**config.mk**
```make
export PLATFORM = sky130hd
export DESIGN_NAME = phys_free_list
export DESIGN_NICKNAME = d
export VERILOG_FILES = /design/src/rtl/phys_free_list.sv
export SDC_FILE = /design/constraint.sdc
export NUM_CORES = 1
export LEC_CHECK = 0
export BUFFER_PORTS_ARGS = -buffer_cell sky130_fd_sc_hd__buf_4
export CAP_MARGIN = 25
export CORE_ASPECT_RATIO = 0.75
export CORE_UTILIZATION = 35
export DETAILED_ROUTE_END_ITERATION = 8
export PLACE_DENSITY_LB_ADDON = 0.08
export SYNTH_ARGS = -nofsm -noshare
export SYNTH_HDL_FRONTEND = slang
export SYNTH_SLANG_ARGS = --single-unit
```
**constraint.sdc**
```tcl
create_clock -name clk -period 4.7 [get_ports clk]
set_input_delay 0.235 -clock clk [delete_from_list [all_inputs] [get_ports clk]]
set_output_delay 0.235 -clock clk [all_outputs]
set_load 0.005 [all_outputs]
```
**src/rtl/phys_free_list.sv**
```systemverilog
// phys_free_list: circular free-list of unmapped physical tags for Rename.
// Pops one tag per cycle and reclaims up to two retired tags per cycle.
// Optional feature: define FREELIST_BYPASS_EN to forward freed_tag_1 straight
// to the requester when the list is empty.
module phys_free_list #(
  parameter int unsigned TAG_W    = 6,
  parameter int unsigned NUM_ARCH = 32,
  parameter int unsigned DEPTH    = 32
) (
  input  logic                             clk,
  input  logic                             reset,
  input  logic                             alloc_req,
  output logic                             alloc_valid,
  output logic [TAG_W-1:0]                 alloc_tag,
  input  logic [TAG_W-1:0]                 freed_tag_1,
  input  logic [TAG_W-1:0]                 freed_tag_2,
  output logic [$clog2(DEPTH+1)-1:0]       free_count,
  output logic                             overflow
);

  localparam int unsigned PTR_W = $clog2(DEPTH);
  localparam int unsigned CNT_W = $clog2(DEPTH + 1);

  logic [TAG_W-1:0] mem [DEPTH];
  logic [PTR_W-1:0] head;
  logic [PTR_W-1:0] tail;
  logic [CNT_W-1:0] count;
  logic             overflow_q;

  logic             fifo_nonempty_c;
  logic             pop_c;
  logic             byp_take_c;
  logic             push1_req_c;
  logic             push2_req_c;
  logic             push1_ok_c;
  logic             push2_ok_c;
  logic             drop_c;
  logic [CNT_W-1:0] cap_c;
  logic [CNT_W-1:0] push_n_c;
  logic [PTR_W-1:0] wr_idx2_c;

  // Grant selection, push capacity and drop decisions for this cycle.
  always_comb begin
    fifo_nonempty_c = (count != '0);
    pop_c           = alloc_req && fifo_nonempty_c;
`ifdef FREELIST_BYPASS_EN
    byp_take_c  = !fifo_nonempty_c && (freed_tag_1 != '0) && alloc_req;
    alloc_valid = fifo_nonempty_c || (freed_tag_1 != '0);
    alloc_tag   = fifo_nonempty_c ? mem[head] : freed_tag_1;
`else
    byp_take_c  = 1'b0;
    alloc_valid = fifo_nonempty_c;
    alloc_tag   = mem[head];
`endif
    // A bypassed freed_tag_1 is consumed and never enters the list.
    push1_req_c = (freed_tag_1 != '0) && !byp_take_c;
    push2_req_c = (freed_tag_2 != '0);
    // A pop this cycle frees one slot for the incoming pushes.
    cap_c       = CNT_W'(DEPTH) - count + CNT_W'(pop_c);
    // freed_tag_1 has priority; freed_tag_2 is the first to be dropped.
    push1_ok_c  = push1_req_c && (cap_c != '0);
    push2_ok_c  = push2_req_c && (cap_c > (push1_ok_c ? CNT_W'(1) : CNT_W'(0)));
    drop_c      = (push1_req_c && !push1_ok_c) || (push2_req_c && !push2_ok_c);
    push_n_c    = CNT_W'(push1_ok_c) + CNT_W'(push2_ok_c);
    wr_idx2_c   = tail + PTR_W'(push1_ok_c);
  end

  // Storage, pointers, occupancy and sticky overflow; reset loads the
  // unmapped tags NUM_ARCH..NUM_ARCH+DEPTH-1 in order.
  always_ff @(posedge clk) begin
    if (!reset) begin
      for (int unsigned i = 0; i < DEPTH; i++) begin
        mem[PTR_W'(i)] <= TAG_W'(NUM_ARCH + i);
      end
      head       <= '0;
      tail       <= '0;
      count      <= CNT_W'(DEPTH);
      overflow_q <= 1'b0;
    end else begin
      if (push1_ok_c) mem[tail]      <= freed_tag_1;
      if (push2_ok_c) mem[wr_idx2_c] <= freed_tag_2;
      if (pop_c)      head           <= head + PTR_W'(1);
      tail  <= tail + PTR_W'(push_n_c);
      count <= count - CNT_W'(pop_c) + push_n_c;
      if (drop_c) overflow_q <= 1'b1;
    end
  end

  assign free_count = count;
  assign overflow   = overflow_q;

endmodule

```
# == Yosys cells after proc, flatten, opt, wreduce, memory -nomap -nowiden ==
# Memories as Yosys holds them, arrays and structs flattened. A register that Yosys moved wholly into a read port is not among the register bits.
# Index checks and enable logic that the tools add are counted.
# totals
mem_count,1
mem_bits_rw,192
register_bits,17
out_inout_bits,14
in_bits,15
# classes
order_cmp,1
addsub,8
mux,16
reduce_logical,14
# mem_list
memory,words,word_bits,rd,rd_clocked_by_memory_dff,write_ports,line_no,rtl
mem,32,6,1,1,32,24,logic [TAG_W-1:0] mem [DEPTH];
# ops
operator,n
nonzero test 6 bit,4
2-to-1 mux 5 bit,4
2-to-1 mux 6 bit,2
OR reduction 6 bit,2
2-to-1 mux 1 bit,10
adder 6 x 1 -> 6 bit,1
adder 6 x 2 -> 6 bit,1
> comparator 6 x 1 -> 1 bit,1
subtractor 6 x 1 -> 6 bit,1
"subtractor 6 bit, first input constant",1
adder 5 x 1 -> 5 bit,1
"adder 5 x 1 -> 5 bit, second input constant",1
adder 5 x 2 -> 5 bit,1
logical AND 1 bit,5
adder 1 x 1 -> 2 bit,1
logical NOT 1 bit,2
logical OR 1 bit,1

# == Longest topological paths before layout ==
# Gate-level depths: netlist of the first run.
# depth
depth_word,13
depth_mapped,29
depth_no_buf,27

# == Worst setup path after synthesis of the first run ==
# Ideal clock, no wire load.
# synth_timing
kind,register -> register
start,"reg count[2], in the netlist free_count[2]"
end,"reg count[4], in the netlist free_count[4]"
t_arrival_ps,5117
slack_ps,-492
path_stages_with_launch,30
path_buffers,2
setup_ps,76
synth_period_minus_slack_ps,5192
cell_sequence,dfxtp_1 > inv_1 > ha_1 > nand4bb_1 > nand2_1 > ha_1 > inv_1 > ha_1 > or3b_1 > o32ai_2 > nand3_2 > o21a_1 > ha_1 > or2_2 > buf_1 > nand3_1 > buf_2 > and2_1 > ha_1 > inv_1 > ha_1 > inv_1 > ha_1 > inv_1 > fa_1 > inv_1 > a21oi_1 > nor2_1 > or3_1 > a21boi_0
# synth_between
elab_chain_cells,10
# synth_rtl
element,line_no,rtl
"start, declared",27,logic [CNT_W-1:0] count;
"start signal, assigned",77,count <= CNT_W'(DEPTH);
"start signal, assigned",84,count <= count - CNT_W'(pop_c) + push_n_c;
nonzero test 6 bit *,44,fifo_nonempty_c = (count != '0);
net alloc_valid,13,"output logic alloc_valid,"
logical AND 1 bit *,45,pop_c = alloc_req && fifo_nonempty_c;
adder 6 x 1 -> 6 bit,59,cap_c = CNT_W'(DEPTH) - count + CNT_W'(pop_c);
nonzero test 6 bit,61,push1_ok_c = push1_req_c && (cap_c != '0);
logical AND 1 bit,61,
2-to-1 mux 1 bit,62,push2_ok_c = push2_req_c && (cap_c > (push1_ok_c ? CNT_W'(1) : CNT_W'(0)));
> comparator 6 x 1 -> 1 bit,62,
logical AND 1 bit,62,
adder 1 x 1 -> 2 bit,64,push_n_c = CNT_W'(push1_ok_c) + CNT_W'(push2_ok_c);
adder 6 x 2 -> 6 bit *,84,
# The timed path passes the listed nets; every way through them passes the cells marked *.
# A chain may end at the register's enable or synchronous reset.

# == Final worst setup path of the first run ==
# layout_timing
start,"reg count[3], in the netlist free_count[3]"
end,"reg count[5], in the netlist free_count[5]"
# layout_between
elab_chain_cells,10
# layout_rtl
element,line_no
"parallel branches: the longest is 9 deep, another holds subtractor 6 bit",n/a
adder 6 x 2 -> 6 bit *,84
# Every way passes the cells marked *.

==> results of run 1 <==
[placed cells by master (no fill, tap or decap), drive strengths merged, types with 8 or more instances in the layout]
cell / synthesis / routed
edfxtp: 192 / 192
nand2: 164 / 164
mux2: 147 / 147
buf: 37 / 81
nand3: 67 / 67
mux4: 60 / 60
o31ai: 51 / 51
o211ai: 32 / 32
nor3: 32 / 32
and2: 32 / 32
clkbuf: 56 / 26
nor2: 26 / 26
dfxtp: 22 / 22
ha: 19 / 19
inv: 18 / 18
o21ai: 12 / 12
clkinv: 0 / 11
a31oi: 10 / 10
xnor2: 9 / 9
nand2b: 8 / 8
[power breakdown]
| group | total [µW] | internal [µW] | switching (µW) |
|---|---|---|---|
| logic | 2480 | 926 | 1560 |
| registers | 2470 | 2290 | 178 |
| clock network | 2060 | 1240 | 827 |
[synthesized netlist by cell type (4+ instances only)]
cell                       instances
sky130_fd_sc_hd__edfxtp_1        192
sky130_fd_sc_hd__buf_2            28
sky130_fd_sc_hd__nand4_1           7
sky130_fd_sc_hd__clkbuf_1         56
sky130_fd_sc_hd__inv_1            18
sky130_fd_sc_hd__nor2_1           26
sky130_fd_sc_hd__a21oi_1           6
sky130_fd_sc_hd__nand3_2          12
sky130_fd_sc_hd__buf_1             6
sky130_fd_sc_hd__mux2_2          147
sky130_fd_sc_hd__nand2b_1          8
sky130_fd_sc_hd__mux4_2           60
sky130_fd_sc_hd__nor2b_1           4
sky130_fd_sc_hd__dfxtp_1          22
sky130_fd_sc_hd__nor3_1           32
sky130_fd_sc_hd__nand3_1          55
sky130_fd_sc_hd__ha_1             19
sky130_fd_sc_hd__o21ai_1           5
sky130_fd_sc_hd__o21ai_0           5
sky130_fd_sc_hd__nor3b_1           4
sky130_fd_sc_hd__a31oi_1           7
sky130_fd_sc_hd__o31ai_1          51
sky130_fd_sc_hd__o211ai_1         32
sky130_fd_sc_hd__nand2_1         164
sky130_fd_sc_hd__and2_1           31
sky130_fd_sc_hd__xnor2_1           9
sky130_fd_sc_hd__nand3b_1          4
[cell families after synthesis]
group / synth area share
simple gates: 0.1424
flops: 0.4818
mux: 0.2342
compound gates: 0.07626
buf+inv: 0.03623
fa+ha+maj: 0.02157
xor+xnor: 0.007481
[timing repair]
action | 4_1_cts | 5_1_grt
resized for setup | 0 | 8
buffers inserted | 0 | 7
endpoints found under the setup margin | 0 | 59
[worst paths after layout]
path	slack (ns)	start	end
worst max-delay path	0.24	free_count[3]$_SDFF_PN0_	free_count[5]$_SDFF_PN1_
worst min-delay path	0.26	freed_tag_1[5]	mem[13][5]$_DFFE_PP_
worst max register to register	0.24	free_count[3]$_SDFF_PN0_	free_count[5]$_SDFF_PN1_
worst min register to register	0.46	overflow$_SDFFE_PN0P_	overflow$_SDFFE_PN0P_
[per-layer routing]
metal | GRT usage | part of all wire | vias up | wire, µm
met5 | 0.01935 | 0.0020 | - | 96
met4 | 0.08517 | 0.031 | 2 | 1529
met3 | 0.07627 | 0.097 | 83 | 4710
met2 | 0.3435 | 0.39 | 453 | 19070
met1 | 0.4014 | 0.48 | 4851 | 23370
li1 | - | - | 4091 | -
[state kept, by name, summed over array words and instances (netlist names), named ones only]
register    count
free_count      6
mem           192
tail            5
head            5
overflow        1
[worst register-to-register path, cell delays in order (launching register included)]
cell,delay (ns)
sky130_fd_sc_hd__dfxtp_2,0.32
sky130_fd_sc_hd__inv_2,0.09
sky130_fd_sc_hd__ha_4,0.15
sky130_fd_sc_hd__nand4bb_1,0.14
sky130_fd_sc_hd__nand2_2,0.13
sky130_fd_sc_hd__ha_4,0.15
sky130_fd_sc_hd__inv_2,0.04
sky130_fd_sc_hd__ha_4,0.22
sky130_fd_sc_hd__or3b_4,0.38
sky130_fd_sc_hd__o32ai_4,0.15
sky130_fd_sc_hd__nand3_2,0.13
sky130_fd_sc_hd__o21a_4,0.15
sky130_fd_sc_hd__ha_1,0.27
sky130_fd_sc_hd__or2_4,0.27
sky130_fd_sc_hd__nand3_4,0.08
sky130_fd_sc_hd__and2_4,0.15
sky130_fd_sc_hd__ha_4,0.13
sky130_fd_sc_hd__inv_1,0.08
sky130_fd_sc_hd__ha_4,0.29
sky130_fd_sc_hd__inv_1,0.04
sky130_fd_sc_hd__ha_1,0.28
sky130_fd_sc_hd__a21o_1,0.19
sky130_fd_sc_hd__a21oi_2,0.15
sky130_fd_sc_hd__nor2_1,0.08
sky130_fd_sc_hd__o21ai_0,0.14
sky130_fd_sc_hd__nor3b_2,0.20
[area by class of cell]
class | instances | area (µm²) | share of cell area
timing repair buffer | 81 | 664.4 | 0.04504
sequential | 214 | 6221 | 0.4217
tap | 465 | 581.8 | 0.03944
multi-input combinational | 739 | 6372 | 0.4320
clock inverter | 18 | 214.0 | 0.01451
inverter | 18 | 67.56 | 0.004581
clock buffer | 26 | 629.4 | 0.04267
[stage by stage]
| step | std cells | hold WS (ns) | instance area (µm²) | TNS (ns) | power, µW |
|---|---|---|---|---|---|
| 2_1_floorplan | 1064 | 0.4548 | 13010 | -0.1127 | 4017 |
| 3_3_place_gp | 1504 | 0.4519 | 13730 | -0.5411 | 4897 |
| 3_5_place_dp | 1507 | 0.4541 | 13780 | 0 | 4908 |
| 4_1_cts | 1551 | 0.1716 | 14620 | 0 | 6976 |
| 5_1_grt | 1561 | 0.2542 | 14750 | -0.01278 | 7301 |
| 6_report | 1561 | 0.2570 | 14750 | 0 | 7019 |
==> summary by stage, run 1 <==
Critical path
The biggest fanout along the worst timing path is 3. The kind of cell adding the most delay to the critical path is simple AND/OR/NAND/NOR gates. The startpoint type of the worst setup path is a flop.

The worst setup path is captured at a flop. In this run the number of cells on the critical path is 25. The number of buffer and inverter instances along the worst setup path is 4. The slowest library cell on the worst path is sky130_fd_sc_hd__or3b_4. The cell seen most often among critical-path stages is sky130_fd_sc_hd__ha_4. The largest stage delay on the critical path is roughly 0.38 ns. The arrival time of data at the critical path endpoint is about 4.9 ns.

The count of cells along the worst register-to-register path is 25. By startpoint and endpoint, the worst setup path is classified as flop to flop. Data on the critical path is required at its endpoint by 5.16 ns.

Detailed routing
Summed over all layers, the routed wires come to between 40000 and 50000 µm. Once detail routing completed, the nets flagged for antenna violations numbered 0. The via count is 9480. The iteration-0 DRC count of the detailed router is between 1000 and 1500. The final routed DRC violation total is 0. The pre-antenna-repair detailed-routing pass consisted of 5 iterations. The per-cell routed wire length is 31.25 µm. The detail-routed via count per cell is a little over 6.

Clock tree
The clock latency on the worst-skew pair is about 0.55 ns. The clock tree from TritonCTS is yes. The longest clock path from root to sink contains 3 buffers. The depth of the CTS H-tree is 1. Clock-pin slew was measured on the worst setup and hold paths at ~0.06 ns.

The buffer type at the clock tree root is sky130_fd_sc_hd__clkbuf_16. Buffers inserted during clock tree synthesis total 24. Buffers inserted to repair hold after CTS numbered 0. The total clock sinks is 214.

Timing
The slew at the pin closest to its max-slew limit is 1.127 ns. Based on the critical path, the design can be clocked at up to 224.3 MHz. The final period utilization is 0.9486. The final setup slack of the worst path is roughly 0.24 ns. The number of hold violations in the final report came to 0.

The max-slew headroom at the worst pin is 0.2477. The clock skew after layout is 0.008683 ns. The number of slew-limit violations in the final report is 0. The final-report setup violation count is 0.

The clock period could shrink to roughly 4.5 ns.

Worst hold path
The worst hold path was traced through 4 stages. The path type of the worst min-delay path is primary input to flop.

Synth
The synthesized netlist occupies a cell area of 12880 µm². The total number of yosys warnings is 0. The largest total area in the synthesized netlist belongs to sky130_fd_sc_hd__edfxtp_1. The count of flip-flops with a built-in enable after synthesis is ~190. In this run the mean area of a mapped cell was 12.11 µm².

Counting every instance in the synthesized netlist gives approximately 1100. The number of different library cells in the post-synthesis netlist is just under 60. The register bit count reported by yosys is about 210. The main flop type after synthesis is sky130_fd_sc_hd__edfxtp_1. The top cell type's share of synthesized area is 0.4476. Yosys attributes the largest share of cell area to sky130_fd_sc_hd__edfxtp_1, sky130_fd_sc_hd__mux2_2, sky130_fd_sc_hd__mux4_2. Counting flops with an async set or reset pin after synthesis yields a share of 0.

The net count after synthesis is 1100. The share of the Yosys chip area taken by registers is 0.4818.

Place
The post-placement worst setup slack is between 0.04 and 0.05 ns. The congestion estimate from routability-driven global placement came to 0.8965. The number of I/O port buffers is 28. Summed over all nets, the half-perimeter wirelength after detailed placement is ~32000 µm.

Power
The total power density per cell area is between 400 and 500 nW/µm². For this design the static power due to leakage is roughly 0.0043 µW. The maximum resistive drop on vdd is ~0.24 mV.

GRT
The total routing usage reported by global routing is 0.2617. Entering global routing, the biggest net connects 50 pins. The initial antenna violation count is 1. The total overflow left after global routing is 0.

The via count of the first global-routing pass is roughly 9100. The wire length of the first global-routing pass is around 70000 µm.

Final layout
The share of layout cells above drive strength 1 is 0.3531. The number of inserted diodes is 0. The signed area change from the synthesized netlist to the final layout is 14.52%.

At the end of the flow, the number of nets in the layout was 1114. The filler cells instantiated in the layout total 3439. The share of the core filled with cells is 0.4093.

Die
The die extent in y is 168.1 µm. The die extent in x is between 200 and 250 µm. For this configuration, the core starts out at a cell density of 0.3574.

29 I/O pins were placed. The die covers 37580 µm². The count of standard-cell rows is 60. In this run the standard cell core region covers ~36000 µm².

Status
The run finished with clean final reports.

Flow run
Max-cap violations in this run came to 0.
No activity file was read; power rests on OpenSTA's default activity.
==> run 2: changes to the inputs <==
- GPL_TIMING_DRIVEN: not set -> 0
==> summary by stage, run 2 (same netlist as run 1, synthesis figures left out) <==
Power
The maximum resistive drop on vdd is 0.2173 mV (-10%). The total power density per cell area is 465.6 nW/µm² (-2.1%). The combinational share of power is 0.397 (+0.043). The total internal power is 4368 µW (-2.0%). The switching power summed over all nets is 2669 µW (+4.2%). The clock share of power was 0.264 (-0.030). The switching share of power came to 0.3793 (+0.01426). The reported leakage power is 0.004439 µW (+3.5%). The sequential power share was 0.340 (-0.012). The total power consumption of the routed design is 7037 µW (+0.25%).

Detailed routing
The routed wire length is 52280 µm (+7.2%). The total iterations of the first detailed-routing run was 8 (+3). The per-cell routed wire length is 31.72 µm (+1.5%).

The via count came to 9922 (+4.7%). The iteration-0 DRC count of the detailed router came to 1259 (+18%). The number of nets still failing antenna checks after routing is 0 (unchanged).

The detail-routed via count per cell was 6.021 (-0.86%). The final routed DRC violation total is 0 (unchanged).

GRT
The total routing usage reported by global routing came to 0.2785 (+0.01674). The via count of the first global-routing pass is 9560 (+4.9%). The initial antenna violation count is 3 (+2). The largest net degree at the start of global routing is 14 (-72%).

The remaining global-route overflow is 0 (unchanged). The wire length of the first global-routing pass was 72660 µm (+4.8%).

Clock tree
The clock latency on the worst-skew pair is 0.56 ns (about the same). The maximum count of clock buffers along a single path is 3 (unchanged). The buffer type at the clock tree root is sky130_fd_sc_hd__clkbuf_16. TritonCTS built the clock tree. The depth of the CTS H-tree was 1 (unchanged). The total clock sinks was 214 (unchanged). The number of clock buffers inserted by TritonCTS is 24 (unchanged). The clock transition at the registers of the reported paths is 0.06 ns (about the same).

Die
The count of standard-cell rows came to 60 (unchanged). The area of the die was 37580 µm² (unchanged). The die extent in x came to 223.5 µm (unchanged). The die extent in y is 168.1 µm (unchanged). The number of top-level pins is 29 (unchanged). The floorplan core area is 36030 µm² (unchanged). The starting density of the core is 0.3574 (unchanged).

Final layout
The total number of nets in the final design is 1200 (+7.7%). The signed area change from the synthesized netlist to the final layout is 17.33%. Leaving out fill and tap cells, the most frequent cell in the layout is sky130_fd_sc_hd__edfxtp_1. In the layout the commonest cells are sky130_fd_sc_hd__edfxtp_1, sky130_fd_sc_hd__nand2_1, sky130_fd_sc_hd__mux2_2. The share of layout cells above drive strength 1 is 0.3587 (+0.005612).

The number of fillers in the final layout is 3477 (+1.1%). Counting flops per register, the top entry is mem. The final cell area excluding filler cells is 15110 µm² (+2.5%). The flip-flop count of the largest register after layout came to 192 (unchanged).

The share of the core filled with cells was 0.4194 (+0.01004).

Status
The flow ran to the end, and the final reports show no timing, DRC or antenna violations.

Place
The detailed placer's ending HPWL was 38010 µm (+17%). The number of I/O port buffers was 25 (-11%). The last weighted congestion value of the routability-driven placer was 0.9883 (+10%). The instance area after placement is 13880 µm² (+0.74%).

Timing
The final-report setup violation count is 0 (unchanged). The number of hold violations in the final report is 0 (unchanged). The number of slew-limit violations in the final report is 0 (unchanged). Setup repair after global routing could not meet its margin everywhere. The slew at the pin closest to its max-slew limit is 1.127 ns (-0.00001585 ns).

The max-slew headroom at the worst pin is 0.2477 (about the same). The shortest clock period the worst path allows after layout is 4.550 ns (+0.09182 ns). The final period utilization is 0.9681 (+0.01954). The clock skew after layout is 0.01889 ns (+0.01021 ns). The fmax was 219.8 MHz (-2.0%).

Critical path
The arrival time of data at the critical path endpoint is 4.73 ns (-0.19 ns). The start-to-end type of the worst setup path is flop to flop. The startpoint type of the worst setup path is a flop. The beginning of the critical path is free_count[3]$_SDFF_PN0_. The biggest fanout along the worst timing path came to 10 (+7).

The worst register-to-register path begins at free_count[3]$_SDFF_PN0_. The data required time at the worst endpoint came to 4.88 ns (-0.28 ns). The kind of capture point of the worst setup path is a flop.

Worst hold path
The path type of the worst min-delay path is primary input to flop. The worst hold path begins at freed_tag_2[2].

Flow run
The number of violations of the max-capacitance limit is 0 (unchanged).
==> run 2: cell types whose count changed in the layout (fill, tap and decap cells not counted), moves of 4 or more <==
| cell | change |
|---|---|
| sky130_fd_sc_hd__clkbuf_1 | +59 |
| sky130_fd_sc_hd__inv_4 | +4 |
| sky130_fd_sc_hd__buf_2 | +27 |
| sky130_fd_sc_hd__bufinv_16 | -5 |
| sky130_fd_sc_hd__buf_6 | +4 |
| sky130_fd_sc_hd__buf_1 | +4 |
| sky130_fd_sc_hd__clkinv_1 | -7 |
| sky130_fd_sc_hd__inv_1 | -4 |
==> run 2: area by class of cell <==
class                           instances  area [µm²]  area share
Inverter                               18       77.57    0.005133
Clock buffer                           36       698.2     0.04620
Clock inverter                          8       55.05    0.003643
Multi-Input combinational cell        739        6464      0.4277
Timing Repair Buffer                   78       623.1     0.04123
Antenna cell                            1       2.502   0.0001656
Tap cell                              465       581.8     0.03850
Sequential cell                       214        6220      0.4116
Buffer                                 89       390.4     0.02583
==> run 2: timing repair <==
item                                    in CTS  in global routing
resized for setup                           13                 30
endpoints found under the setup margin     394                185
hold buffers                                 0                  0
pin swaps                                   13                 20
buffers inserted                            28                 18
==> run 2: worst max-delay path: stages, from the launching register on <==
cell                        delay, ns
sky130_fd_sc_hd__dfxtp_4         0.38
sky130_fd_sc_hd__inv_4           0.04
sky130_fd_sc_hd__ha_4            0.14
sky130_fd_sc_hd__nand4bb_1       0.12
sky130_fd_sc_hd__nand2_2         0.09
sky130_fd_sc_hd__ha_4            0.17
sky130_fd_sc_hd__inv_2           0.06
sky130_fd_sc_hd__ha_4            0.20
sky130_fd_sc_hd__or3b_4          0.37
sky130_fd_sc_hd__o32ai_4         0.16
sky130_fd_sc_hd__nand3_4         0.12
sky130_fd_sc_hd__o21a_4          0.15
sky130_fd_sc_hd__ha_1            0.25
sky130_fd_sc_hd__ha_1            0.42
sky130_fd_sc_hd__nand3_1         0.10
sky130_fd_sc_hd__a21oi_1         0.32
sky130_fd_sc_hd__clkbuf_2        0.34
sky130_fd_sc_hd__nand2_1         0.27
sky130_fd_sc_hd__o211ai_1        0.47
==> run 2: routing by layer <==
| metal | wire, µm | vias to the layer above | global-route usage |
|---|---|---|---|
| met1 | 24170 | 5013 | 0.4179 |
| met5 | 0 | - | 0 |
| met2 | 21250 | 540 | 0.3913 |
| li1 | - | 4262 | - |
| met3 | 5024 | 107 | 0.06702 |
| met4 | 1830 | 0 | 0.08666 |
==> run 2: power groups by stage <==
stage	Combinational (µW)	Sequential, µW	Clock [µW]
floorplan	1630	2390	0
global placement	2460	2430	0
detailed placement	2480	2430	0
CTS	2600	2380	1880
global route	2930	2410	1950
finish	2790	2390	1850
==> run 2: path summary, 6_finish.rpt <==
| check | slack [ns] | end | depth (start not counted) |
|---|---|---|---|
| worst max register to register | 0.15 | mem[7][5]$_DFFE_PP_ | 18 |
| worst min register to register | 0.47 | overflow$_SDFFE_PN0P_ | 1 |
| worst min-delay path | 0.06 | mem[31][2]$_DFFE_PP_ | 2 |
| worst max-delay path | 0.15 | mem[7][5]$_DFFE_PP_ | 18 |
==> run 2: stage by stage <==
step | setup slack [ns] | cells | hold WS (ns) | setup TNS, ns
after global routing | -0.02934 | 1647 | 0.06363 | -0.02934
final | 0.1498 | 1648 | 0.06073 | 0
after detailed placement | -1.397 | 1561 | 0.4586 | -256.39
after CTS | 0.001523 | 1630 | 0.04899 | 0
after floorplan | -0.06243 | 1064 | 0.4548 | -0.1127
after global placement | -1.426 | 1554 | 0.4527 | -248.62
==> run 3: changes to the inputs <==
--- a/config.mk
+++ b/config.mk
@@ -10,3 +10,4 @@
 export CORE_ASPECT_RATIO = 0.75
-export CORE_UTILIZATION = 35
+export CORE_UTILIZATION = 50
+export CTS_CLUSTER_SIZE = 30
 export DETAILED_ROUTE_END_ITERATION = 8
==> constraint.sdc (replaced) <==
create_clock -name clk -period 4.7 [get_ports clk]
set_input_delay 1.41 -clock clk [delete_from_list [all_inputs] [get_ports clk]]
set_output_delay 1.41 -clock clk [all_outputs]
set_load 0.005 [all_outputs]
==> summary by stage, run 3 (same netlist as run 1, synthesis figures left out) <==
Status
The run finished, with violations left. The final reports fail on setup timing.

Clock tree
The total clock sinks is 214 (unchanged). The maximum count of clock buffers along a single path is 3 (unchanged). The depth of the CTS H-tree is 1 (unchanged).

The number of clock buffers inserted by TritonCTS came to 23 (-4.2%). The clock latency on the worst-skew pair is 0.53 ns (-0.03 ns). TritonCTS built the clock tree. The cts-stage hold buffer count is 0 (unchanged). The buffer type at the clock tree root is sky130_fd_sc_hd__clkbuf_16. The clock transition at the registers of the reported paths came to 0.06 ns (about the same).

Flow run
The number of violations of the max-capacitance limit is 0 (unchanged).

Detailed routing
The via count is 10373 (+4.5%). The number of nets still failing antenna checks after routing was 0 (unchanged). The total iterations of the first detailed-routing run came to 7 (-1). The per-cell routed wire length is 31.34 µm (-1.2%). The iteration-0 DRC count of the detailed router is 1588 (+26%).

The routed wire length is 47830 µm (-8.5%). The detail-routed via count per cell came to 6.798 (+13%). The final routed DRC violation total came to 0 (unchanged).

Critical path
The data required time at the worst endpoint is 5.16 ns (+0.28 ns). In this run the critical register-to-register path is captured at free_count[4]$_SDFF_PN0_. The count of cells along the worst register-to-register path is 27 (+9). The arrival time of data at the critical path endpoint came to 5.17 ns (+0.44 ns). The critical path starts at alloc_req.

The biggest fanout along the worst timing path is 4 (-6). The setup slack on the worst flop-to-flop path is 0.05 ns (-0.10 ns). The start-to-end type of the worst setup path is primary input to flop. The launch instance of the worst register-to-register path is free_count[3]$_SDFF_PN0_. The startpoint type of the worst setup path is a primary input.

STA classifies the critical path endpoint as a flop. The most critical setup path has its endpoint at free_count[4]$_SDFF_PN0_.

Timing
The clock skew after layout is 0.01503 ns (-0.003857 ns). The final setup slack of the worst path came to -0.01576 ns (-0.1656 ns). The accumulated negative setup slack is -0.01576 ns (-0.01576 ns).

The number of hold violations in the final report is 0 (unchanged). The number of slew-limit violations in the final report is 0 (unchanged). The max-slew headroom at the worst pin is 0.2697 (+0.02204).

Setup repair after global routing could not meet its margin everywhere. The shortest clock period the worst path allows after layout came to 4.716 ns (+0.1656 ns). The final period utilization is 1.003 (+0.03523).

The final-report setup violation count is 1 (+1). The slew at the pin closest to its max-slew limit is 1.094 ns (-0.03303 ns). The fmax was 212.1 MHz (-3.5%).

Final layout
The register with the most flip-flops is mem. The share of layout cells above drive strength 1 is 0.3704 (+0.01166). The flip-flop count of the largest register after layout came to 192 (unchanged). The final cell area excluding filler cells is 15140 µm² (+0.16%). The number of fillers in the final layout was 2054 (-41%). From synthesis to final layout, the design area changed by 17.52%. The total number of nets in the final design came to 1208 (+0.67%). The library cell used most frequently in the layout, excluding fill and tap cells, is sky130_fd_sc_hd__edfxtp_1.

The library cells used most frequently in the layout, excluding fill and tap cells, are sky130_fd_sc_hd__edfxtp_1, sky130_fd_sc_hd__nand2_1, sky130_fd_sc_hd__mux2_2. The number of inserted diodes is 0 (-1).

GRT
The total routing usage reported by global routing is 0.3636 (+0.08510). The initial antenna violation count was 0 (-3). The via count of the first global-routing pass came to 9773 (+2.2%).

The wire length of the first global-routing pass is 67720 µm (-6.8%). The remaining global-route overflow is 0 (unchanged). The largest net degree at the start of global routing came to 15 (+1).

Die
The starting density of the core is 0.5121 (+0.1547). The area of the die is 26410 µm² (-30%). The number of top-level pins is 29 (unchanged). The die extent in y is 141.0 µm (-16%). The die extent in x was 187.3 µm (-16%).

The floorplan core area is 25150 µm² (-30%). The count of standard-cell rows was 50 (-17%).

Place
The detailed placer's ending HPWL is 34270 µm (-9.8%). The instance area after placement came to 13870 µm² (about the same). The post-placement worst setup slack is -1.218 ns (+0.1790 ns). The last weighted congestion value of the routability-driven placer was 1.033 (+4.5%). The number of I/O port buffers is 25 (unchanged).

Worst hold path
The path type of the worst min-delay path is flop to flop.

Power
The total power density per cell area is 467.3 nW/µm² (+0.36%). The maximum resistive drop on vdd came to 0.4553 mV (+110%). The reported leakage power is 0.004511 µW (+1.6%).
## run 3: changes by cell type in the layout (fill, tap and decap cells not counted), sizes merged
cell and delta:
diode -1, clkinvlp -1, clkinv -3, inv +1
buf +4, clkbuf +4, bufinv +1
## run 3: worst min path at each step
stage                               start                     to  slack, ns  cells after the start
global placement    overflow$_SDFFE_PN0P_  overflow$_SDFFE_PN0P_       0.45                      1
finish              overflow$_SDFFE_PN0P_  overflow$_SDFFE_PN0P_       0.48                      1
detailed placement  overflow$_SDFFE_PN0P_  overflow$_SDFFE_PN0P_       0.47                      1
CTS                 overflow$_SDFFE_PN0P_  overflow$_SDFFE_PN0P_       0.48                      1
floorplan           overflow$_SDFFE_PN0P_  overflow$_SDFFE_PN0P_       0.46                      1
global route        overflow$_SDFFE_PN0P_  overflow$_SDFFE_PN0P_       0.53                      1
## run 3: metal layers
layer	GRT usage	vias to the layer above	part of all wire
li1	-	4296	-
met1	0.5070	5073	0.38
met2	0.5189	822	0.41
met3	0.1250	180	0.15
met4	0.1462	2	0.052
met5	0	-	0.0014
## run 3: critical path, stage by stage
cell and delay (ns):
sky130_fd_sc_hd__buf_4 0.13, sky130_fd_sc_hd__nand2_8 0.06, sky130_fd_sc_hd__ha_4 0.14, sky130_fd_sc_hd__inv_2 0.04, sky130_fd_sc_hd__ha_4 0.23, sky130_fd_sc_hd__or3b_4 0.40, sky130_fd_sc_hd__o32ai_4 0.16, sky130_fd_sc_hd__nand3_4 0.11
sky130_fd_sc_hd__o21a_4 0.15, sky130_fd_sc_hd__ha_4 0.26, sky130_fd_sc_hd__or2_4 0.13, sky130_fd_sc_hd__nand3_4 0.08, sky130_fd_sc_hd__and2_4 0.16, sky130_fd_sc_hd__ha_4 0.26, sky130_fd_sc_hd__inv_2 0.04, sky130_fd_sc_hd__ha_4 0.25
sky130_fd_sc_hd__inv_2 0.03, sky130_fd_sc_hd__ha_4 0.15, sky130_fd_sc_hd__inv_2 0.05, sky130_fd_sc_hd__fa_2 0.21, sky130_fd_sc_hd__inv_2 0.05, sky130_fd_sc_hd__a21oi_2 0.12, sky130_fd_sc_hd__nor2_1 0.06, sky130_fd_sc_hd__or3_1 0.34
sky130_fd_sc_hd__a21boi_1 0.14
## run 3: final cells by class
type / count / area (µm²) / share of cell area
plain buffers: 91 / 437.9 / 0.02893
well taps: 338 / 422.9 / 0.02794
repair buffers: 85 / 669.4 / 0.04423
clock inverters: 6 / 63.81 / 0.004216
flip-flops and latches: 214 / 6207 / 0.4101
clock buffers: 35 / 680.7 / 0.04497
multi-input cells: 739 / 6584 / 0.4350
inverters: 18 / 70.07 / 0.004629
## run 3: through the flow
step                      hold slack, ns  total power [µW]  utilization  cells
after floorplan                   0.4642              4101            -   1064
after global placement            0.4519              4900       0.5475   1427
after detailed placement          0.4674              4959       0.5516   1436
after CTS                         0.4848              6827       0.5857   1487
after global routing              0.5276              7317       0.6018   1526
final                             0.4847              7073       0.6018   1526
## run 3: timing repair
item | CTS | global route
buffers inserted | 10 | 39
endpoints found under the setup margin | 400 | 241
pin swaps | 5 | 14
gates cloned | 0 | 1
resized for setup | 8 | 39
## run 3: report_power, final
group | internal [µW] | switching [µW] | total [µW]
registers | 2290 | 105 | 2390
logic | 1100 | 1750 | 2850
clock network | 1050 | 772 | 1820
